File: src/rtl/virtual_ds2431_rom.sv
// virtual_ds2431_rom: ROM-function controller for the virtual DS2431.
// Sits behind the 1-Wire byte I/O stage, decodes the ROM command set
// (Read, Match, Skip, Resume, Overdrive-Skip, Overdrive-Match) and hands
// the I/O stage to the memory-function layer on a successful ROM phase.
// Optional feature macro: VDS2431_OD_CMD_EN enables the overdrive commands
// (0x3C, 0x69) and the overdrive bus reset input. Without it, odMode is 0.
module virtual_ds2431_rom #(
  parameter logic [63:0] ROM_ID = 64'hB400_000A_1B2C_3D2D
) (
  input  logic       clk,
  input  logic       nRst,
  input  logic       nBusRst,
  input  logic       nODBusRst,
  input  logic       done,
  input  logic [7:0] receiveDat,
  output logic       trig,
  output logic       nRxTx,
  output logic [7:0] sentDat,
  output logic       odMode,
  output logic       funcGrant,
  output logic       funcStart,
  input  logic       fnTrig,
  input  logic       fnNRxTx,
  input  logic [7:0] fnSentDat,
  output logic       fnDone
);

  typedef enum logic [2:0] {
    S_IDLE  = 3'd0,
    S_RST   = 3'd1,
    S_CMD   = 3'd2,
    S_TXROM = 3'd3,
    S_RXROM = 3'd4,
    S_FUNC  = 3'd5
  } state_t;

  state_t      r_state;
  logic        r_nbus_d;
  logic        r_done_d;
  logic        r_evt;
  logic [7:0]  r_rx;
  logic [2:0]  r_idx;
  logic [1:0]  r_rst_cnt;
  logic        r_rc;
  logic        r_od;
  logic        r_is69;
  logic        r_trig;
  logic        r_tcnt;
  logic        r_issue;
  logic        r_nrxtx;
  logic [7:0]  r_sent;
  logic        r_grant;
  logic        r_fstart;

  logic        w_std_fall;
  logic        w_od_fall;
  logic        w_bus_evt;
  logic        w_done_rise;
  logic        w_xfer_state;

  // ROM code byte i, LSB byte first
  function automatic logic [7:0] rom_byte(input logic [2:0] idx);
    rom_byte = ROM_ID[{idx, 3'b000} +: 8];
  endfunction

`ifdef VDS2431_OD_CMD_EN
  logic r_nod_d;

  // Previous level of the overdrive bus reset for falling-edge detection
  always_ff @(posedge clk or negedge nRst) begin
    if (!nRst) r_nod_d <= 1'b1;
    else       r_nod_d <= nODBusRst;
  end

  assign w_od_fall = r_nod_d & ~nODBusRst;
`else
  logic w_unused_od;
  assign w_unused_od = nODBusRst;
  assign w_od_fall   = 1'b0;
`endif

  // Previous levels of standard bus reset and done for edge detection
  always_ff @(posedge clk or negedge nRst) begin
    if (!nRst) begin
      r_nbus_d <= 1'b1;
      r_done_d <= 1'b0;
    end else begin
      r_nbus_d <= nBusRst;
      r_done_d <= done;
    end
  end

  assign w_std_fall   = r_nbus_d & ~nBusRst;
  assign w_bus_evt    = w_std_fall | w_od_fall;
  assign w_done_rise  = done & ~r_done_d;
  assign w_xfer_state = (r_state == S_CMD) || (r_state == S_TXROM) ||
                        (r_state == S_RXROM);

  // ROM-phase controller: bus reset handling, byte handshake, command decode
  always_ff @(posedge clk or negedge nRst) begin
    if (!nRst) begin
      r_state   <= S_IDLE;
      r_evt     <= 1'b0;
      r_rx      <= 8'h00;
      r_idx     <= 3'd0;
      r_rst_cnt <= 2'd0;
      r_rc      <= 1'b0;
      r_od      <= 1'b0;
      r_is69    <= 1'b0;
      r_trig    <= 1'b0;
      r_tcnt    <= 1'b0;
      r_issue   <= 1'b0;
      r_nrxtx   <= 1'b0;
      r_sent    <= 8'h00;
      r_grant   <= 1'b0;
      r_fstart  <= 1'b0;
    end else begin
      r_fstart <= 1'b0;
      if (w_bus_evt) begin
        // A bus reset abandons whatever was in flight, including a done edge
        r_state   <= S_RST;
        r_grant   <= 1'b0;
        r_idx     <= 3'd0;
        r_rst_cnt <= 2'd0;
        r_trig    <= 1'b0;
        r_tcnt    <= 1'b0;
        r_issue   <= 1'b0;
        r_evt     <= 1'b0;
        r_nrxtx   <= 1'b0;
        r_sent    <= 8'h00;
        if (w_std_fall) r_od <= 1'b0;
      end else begin
        // trig is raised one cycle after a request and held for two cycles
        if (r_issue) begin
          r_trig  <= 1'b1;
          r_tcnt  <= 1'b1;
          r_issue <= 1'b0;
        end else if (r_trig) begin
          if (r_tcnt) r_tcnt <= 1'b0;
          else        r_trig <= 1'b0;
        end

        // A completed byte is captured here and acted on the next cycle
        r_evt <= w_done_rise && w_xfer_state;
        if (w_done_rise) r_rx <= receiveDat;

        case (r_state)
          S_RST: begin
            if (w_done_rise || ((r_rst_cnt == 2'd2) && done)) begin
              r_state <= S_CMD;
              r_nrxtx <= 1'b0;
              r_sent  <= 8'h00;
              r_issue <= 1'b1;
            end else if (r_rst_cnt != 2'd2) begin
              r_rst_cnt <= r_rst_cnt + 2'd1;
            end
          end

          S_CMD: begin
            if (r_evt) begin
              r_is69 <= 1'b0;
              r_idx  <= 3'd0;
              case (r_rx)
                8'h33: begin
                  r_rc    <= 1'b1;
                  r_state <= S_TXROM;
                  r_nrxtx <= 1'b1;
                  r_sent  <= rom_byte(3'd0);
                  r_issue <= 1'b1;
                end
                8'hCC: begin
                  r_rc     <= 1'b0;
                  r_state  <= S_FUNC;
                  r_grant  <= 1'b1;
                  r_fstart <= 1'b1;
                end
                8'h55: begin
                  r_state <= S_RXROM;
                  r_nrxtx <= 1'b0;
                  r_issue <= 1'b1;
                end
                8'hA5: begin
                  if (r_rc) begin
                    r_state  <= S_FUNC;
                    r_grant  <= 1'b1;
                    r_fstart <= 1'b1;
                  end else begin
                    r_state <= S_IDLE;
                  end
                end
`ifdef VDS2431_OD_CMD_EN
                8'h3C: begin
                  r_od     <= 1'b1;
                  r_rc     <= 1'b0;
                  r_state  <= S_FUNC;
                  r_grant  <= 1'b1;
                  r_fstart <= 1'b1;
                end
                8'h69: begin
                  r_od    <= 1'b1;
                  r_is69  <= 1'b1;
                  r_state <= S_RXROM;
                  r_nrxtx <= 1'b0;
                  r_issue <= 1'b1;
                end
`endif
                default: begin
                  r_state <= S_IDLE;
                end
              endcase
            end
          end

          S_TXROM: begin
            if (r_evt) begin
              if (r_idx == 3'd7) begin
                r_idx    <= 3'd0;
                r_state  <= S_FUNC;
                r_grant  <= 1'b1;
                r_fstart <= 1'b1;
                r_nrxtx  <= 1'b0;
                r_sent   <= 8'h00;
              end else begin
                r_idx   <= r_idx + 3'd1;
                r_sent  <= rom_byte(r_idx + 3'd1);
                r_issue <= 1'b1;
              end
            end
          end

          S_RXROM: begin
            if (r_evt) begin
              if (r_rx != rom_byte(r_idx)) begin
                // Not addressed: drop off the bus until the next reset
                r_idx   <= 3'd0;
                r_state <= S_IDLE;
                r_rc    <= 1'b0;
                if (r_is69) r_od <= 1'b0;
              end else if (r_idx == 3'd7) begin
                r_idx    <= 3'd0;
                r_rc     <= 1'b1;
                r_state  <= S_FUNC;
                r_grant  <= 1'b1;
                r_fstart <= 1'b1;
              end else begin
                r_idx   <= r_idx + 3'd1;
                r_issue <= 1'b1;
              end
            end
          end

          S_FUNC: begin
            r_grant <= 1'b1;
          end

          S_IDLE: begin
            r_nrxtx <= 1'b0;
            r_sent  <= 8'h00;
          end

          default: begin
            r_state <= S_IDLE;
          end
        endcase
      end
    end
  end

  // The function layer owns the handshake while granted; a bus reset edge
  // kills our own trig in the same cycle it is seen.
  assign trig      = r_grant ? fnTrig    : (r_trig & ~w_bus_evt);
  assign nRxTx     = r_grant ? fnNRxTx   : r_nrxtx;
  assign sentDat   = r_grant ? fnSentDat : r_sent;
  assign fnDone    = r_grant & done;
  assign funcGrant = r_grant;
  assign funcStart = r_fstart;
  assign odMode    = r_od;

endmodule

File: config.mk
export PLATFORM = sky130hd
export DESIGN_NAME = virtual_ds2431_rom
export DESIGN_NICKNAME = d
export VERILOG_FILES = /design/src/rtl/virtual_ds2431_rom.sv
export SDC_FILE = /design/constraint.sdc
export NUM_CORES = 1
export LEC_CHECK = 0
export CAP_MARGIN = 20
export CORE_MARGIN = 4
export CORE_UTILIZATION = 53
export CTS_CLUSTER_DIAMETER = 200
export DETAILED_ROUTE_END_ITERATION = 7
export HOLD_SLACK_MARGIN = 0.1
export PLACE_DENSITY = 0.91
export SLEW_MARGIN = 20
export SYNTH_ARGS = -nofsm -noshare
export SYNTH_HDL_FRONTEND = slang
export SYNTH_SLANG_ARGS = --single-unit
File: constraint.sdc
create_clock -name clk -period 2.7 [get_ports clk]
set_input_delay 0.81 -clock clk [delete_from_list [all_inputs] [get_ports clk]]
set_output_delay 0.81 -clock clk [all_outputs]
set_load 0.05 [all_outputs]
# Word level (Yosys, flattened, before mapping)
# Index checks and enable logic that the tools add are counted.
# word_totals
register_bits	35
in_bits	23
output_inout_bits	14
wordCells	163
# classes
add_sub_neg	2
n_eq_ne	29
shift	2
n_mux	80
n_bitwise	7
n_reduce_logical	27
# op_table
op	count
64-bit by 7-bit indexed part select with 8-bit output, first input constant	2
8-bit 2-to-1 mux	7
1-bit 2-to-1 mux	42
3-bit 2-to-1 mux	14
8-bit case mux with 4 select lines	1
8-bit equality test, second input constant	2
3-bit != test, second input constant	5
3-bit case mux with 5 select lines	1
1-bit case mux with 4 select lines	3
3-bit case mux with 4 select lines	1
6-bit AND reduction	2
2-bit nonzero test	6
1-bit case mux with 2 select lines	5
5-bit AND reduction	2
5-bit nonzero test	2
3-bit equality test, second input constant	3
3-bit case mux with 3 select lines	1
8-bit by 6-bit equality test with 1-bit output, second input constant	1
8-bit by 7-bit equality test with 1-bit output, second input constant	1
2-bit 2-to-1 mux	4
2-bit != test, second input constant	4
4-bit by 2-bit != test with 1-bit output, second input constant	2
8-bit != test	1
4-bit AND reduction	2
other kinds (21)	33

# Logic depth before layout (Yosys ltp)
# logic_depth
word_depth	6
ltp_mapped	8
mapped_depth_nobuf	7

# Worst setup path after synthesis
# OpenSTA, ideal clock, no wires.
# synth_timing
path_kind	input port to output port
start	input nBusRst
end	output trig
arrival_time_ns	2.397
t_required_ns	1.890
slack_ns	-0.507
stages	4
n_path_buf	2
path_cell_list	nor2b_1 -> clkbuf_1 -> clkbuf_1 -> o31ai_1
# synth_via
elab_chain_len	5
# synth_lines
element	line_no	source
start: declaration	12	input logic nBusRst,
1-bit inverter	93	assign w_std_fall = r_nbus_d & ~nBusRst;
1-bit AND	93	
1-bit inverter (no line)	n/a	
1-bit AND	271	assign trig = r_grant ? fnTrig : (r_trig & ~w_bus_evt);
1-bit 2-to-1 mux	271	
end: declaration	16	output logic trig,
# Every way passes these cells.

# Worst setup path in the final report
# Ends and elaborated chain as after synthesis.

==> impl_metrics.json <==
{
  "fin_ws_ns": 0.103,
  "worstSetupStartpoint": "nBusRst",
  "std_cell_rows": 22,
  "worstPathArrival_ns": 1.79,
  "clock-root-buffer": "clkbuf_8",
  "initial_core_util": 0.565,
  "crit_path_end": "trig",
  "multi_input_area_um2": 1270,
  "rsz0062_at_grt": "false",
  "cp-end-kind": "output port",
  "drtIter0Drc": 98,
  "regArea_um2": 802,
  "dp_slack_ns": 0.00271,
  "syn_inst": 219,
  "synth_edf_count": 0,
  "avgSynthCellArea_um2": 9.74,
  "synth_nets": 251,
  "cts_buffers": 5,
  "yosysTopAreaCellShare": 0.364,
  "first_pass_iters": 5,
  "nets": 289,
  "postSynth.asyncResetShare": 1.00,
  "utilization": 0.727,
  "worst_pin_slew_ns": 0.707,
  "crit_fanout": 3,
  "first_global_vias": 1805,
  "r2r-start": "r_idx[0]$_DFFE_PN0P_",
  "tritoncts": "built",
  "drive_gt1_frac": 0.209,
  "rr_worst_depth": 6,
  "clock_latency_ns": 0.29,
  "grt_max_degree": 33,
  "cp_slowest_cell": "clkdlybuf4s50_1",
  "instances_no_fill": 306,
  "synthXorXnorAreaFrac": 0.0246,
  "vias": 1854,
  "placement.cell_area_um2": 2650,
  "fin_skew_ns": 0.00683,
  "dpl.cell_count": 298,
  "h-tree-depth": 2,
  "status": "complete, no violations",
  "r2r_end": "funcStart$_DFF_PN0_",
  "cts_buffer_depth": 2,
  "ys.flop_type": "dfrtp_1",
  "io_buffers": 34,
  "synth.area.top_cells": "dfrtp_1 36%, mux2_2 9.0%, ha_1 5.3%",
  "die_h_um": 71.4,
  "cp.required_ns": 1.89,
  "maxSlewViolCount": 0,
  "ir_worst_vdd_v": 0.000391,
  "synthMuxAreaShare": 0.0992,
  "max_cap_violations": 0,
  "ys_seq_area_frac": 0.376,
  "yosysUniqueCellTypes": 53,
  "path_clk_slew_ns": 0.06,
  "clock_sinks": 32,
  "overflow": 0,
  "fin_crit_sh": 0.962,
  "area_delta_synth_final_pct": 28.5,
  "power_mw": 2.04,
  "die_area_um2": 5100,
  "crit_chain": "clkdlybuf4s50_1, nor2b_1, o31ai_4, buf_4",
  "num_io_pins": 37,
  "antenna_found_initial": 0,
  "synth-simple-area-share": 0.211,
  "ys_seq_elements": 32,
  "synth_area_leader_cell": "dfrtp_1",
  "synth_fa_ha_area_frac": 0.0622,
  "gp_congestion": 1.03,
  "setup_viol": 0,
  "dp_hpwl_mm": 3.72,
  "ys_warn_count": 0,
  "hold_viol": 0,
  "vias_per_cell": 6.06,
  "cpPeakStageDelay_ns": 0.50,
  "hp-class": "flop to flop",
  "fill_cells": 276,
  "drc": 0,
  "synth_top_family_by_area": "simple AND/OR/NAND/NOR gates",
  "p_leak_nw": 1.14,
  "maxSlewHeadroom": 0.525,
  "drt-wirelength-per-cell_um": 16.2,
  "critPathKind": "input pin to output port",
  "synth_compound_area_frac": 0.187,
  "worst_hold_slack_ns": 0.503,
  "die_width_um": 71.4,
  "powerDensity_nw_per_um2": 745,
  "design.core.area_um2": 3770,
  "diodes": 0,
  "post-cts-setup-buffer-count": 0,
  "drtAntennaViolNets": 0,
  "netlist_area_um2": 2130,
  "start_kind": "input pin",
  "hold_path_startpoint": "r_issue$_DFF_PN0_",
  "period_needed_ns": 2.60,
  "synthTopCellsByCount": "31 x dfrtp_1, 17 x mux2_2, 17 x nor2_1",
  "finalInstanceArea_um2": 2740,
  "totalNegativeSetupSlack_ns": 0,
  "grt_pass1_wl_mm": 8.32,
  "yosysMostFrequentCell": "dfrtp_1",
  "fmax_mhz": 385,
  "r2r_slack_ns": 0.25,
  "grtUsageTotal": 0.204,
  "postRouteWirelength_mm": 4.96
}
## what timing repair did
action | 4_1_cts | 5_1_grt
resized for setup | 0 | 1
endpoints found under the setup margin | 0 | 1
hold buffers | 0 | 0
## placed cells by master (no fill, tap or decap), drive strengths merged, types with 9 or more instances in the layout
master and instances:
dfrtp 31, clkdlybuf4s50 22, buf 19, mux2 17, nor2 17, nand2 16, a21oi 13, inv 11
ha 9, nor3 9
## power by group
| group | switching (mW) | internal (mW) | total (mW) |
|---|---|---|---|
| combinational | 0.515 | 0.463 | 0.979 |
| sequential | 0.134 | 0.577 | 0.712 |
| clock | 0.171 | 0.180 | 0.351 |
| total | 0.820 | 1.22 | 2.04 |
## cell families (layout without fill, tap and decap cells)
family | Yosys count | in the layout
XOR/XNOR | 6 | 6
AND/OR/NAND/NOR | 79 | 79
flip-flops | 32 | 32
other | 1 | 1
AO/OA/AOI/OAI | 50 | 50
buffers and inverters | 21 | 60
multiplexers | 19 | 19
adder cells (fa/ha/maj) | 11 | 11
## cell type report
type	count	area share
Timing Repair Buffer	41	0.178
Clock inverter	1	0.00183
Clock buffer	7	0.0279
Sequential cell	32	0.293
Tap cell	48	0.0219
Inverter	11	0.0151
Multi-Input combinational cell	166	0.463
## critical path: cells and delay by family
family                 cells  cell delay (ns)
buffers and inverters      2             0.73
AO/OA/AOI/OAI              1             0.16
AND/OR/NAND/NOR            1             0.09
## state kept, by name, summed over array words and instances (netlist names)
name	cells
funcGrant	1
r_nrxtx	1
r_rst_cnt	2
r_idx	3
r_state	3
r_tcnt	1
r_done_d	1
r_trig	1
r_nbus_d	1
r_sent	6
r_rx	8
r_evt	1
funcStart	1
r_rc	1
r_issue	1
## layer usage
layer / vias up / track usage / part of all wire
met3: 11 / 0.0575 / 0.092
met2: 87 / 0.347 / 0.48
met1: 887 / 0.244 / 0.41
met5: - / 0 / 0
li1: 869 / - / -
met4: 0 / 0.0752 / 0.021
## worst min path at each step
stage                                       end  slack, ns  cells past startpoint
final                          r_trig$_DFF_PN0_       0.50                      2
after global routing      r_sent[4]$_DFFE_PN0P_       0.53                      1
after CTS                 r_sent[7]$_DFFE_PN0P_       0.51                      1
after detailed placement  r_sent[7]$_DFFE_PN0P_       0.50                      1
after global placement       r_tcnt$_DFFE_PN0P_       0.48                      2
after floorplan              r_tcnt$_DFFE_PN0P_       0.46                      2
Power figures use the tool's default switching activity.
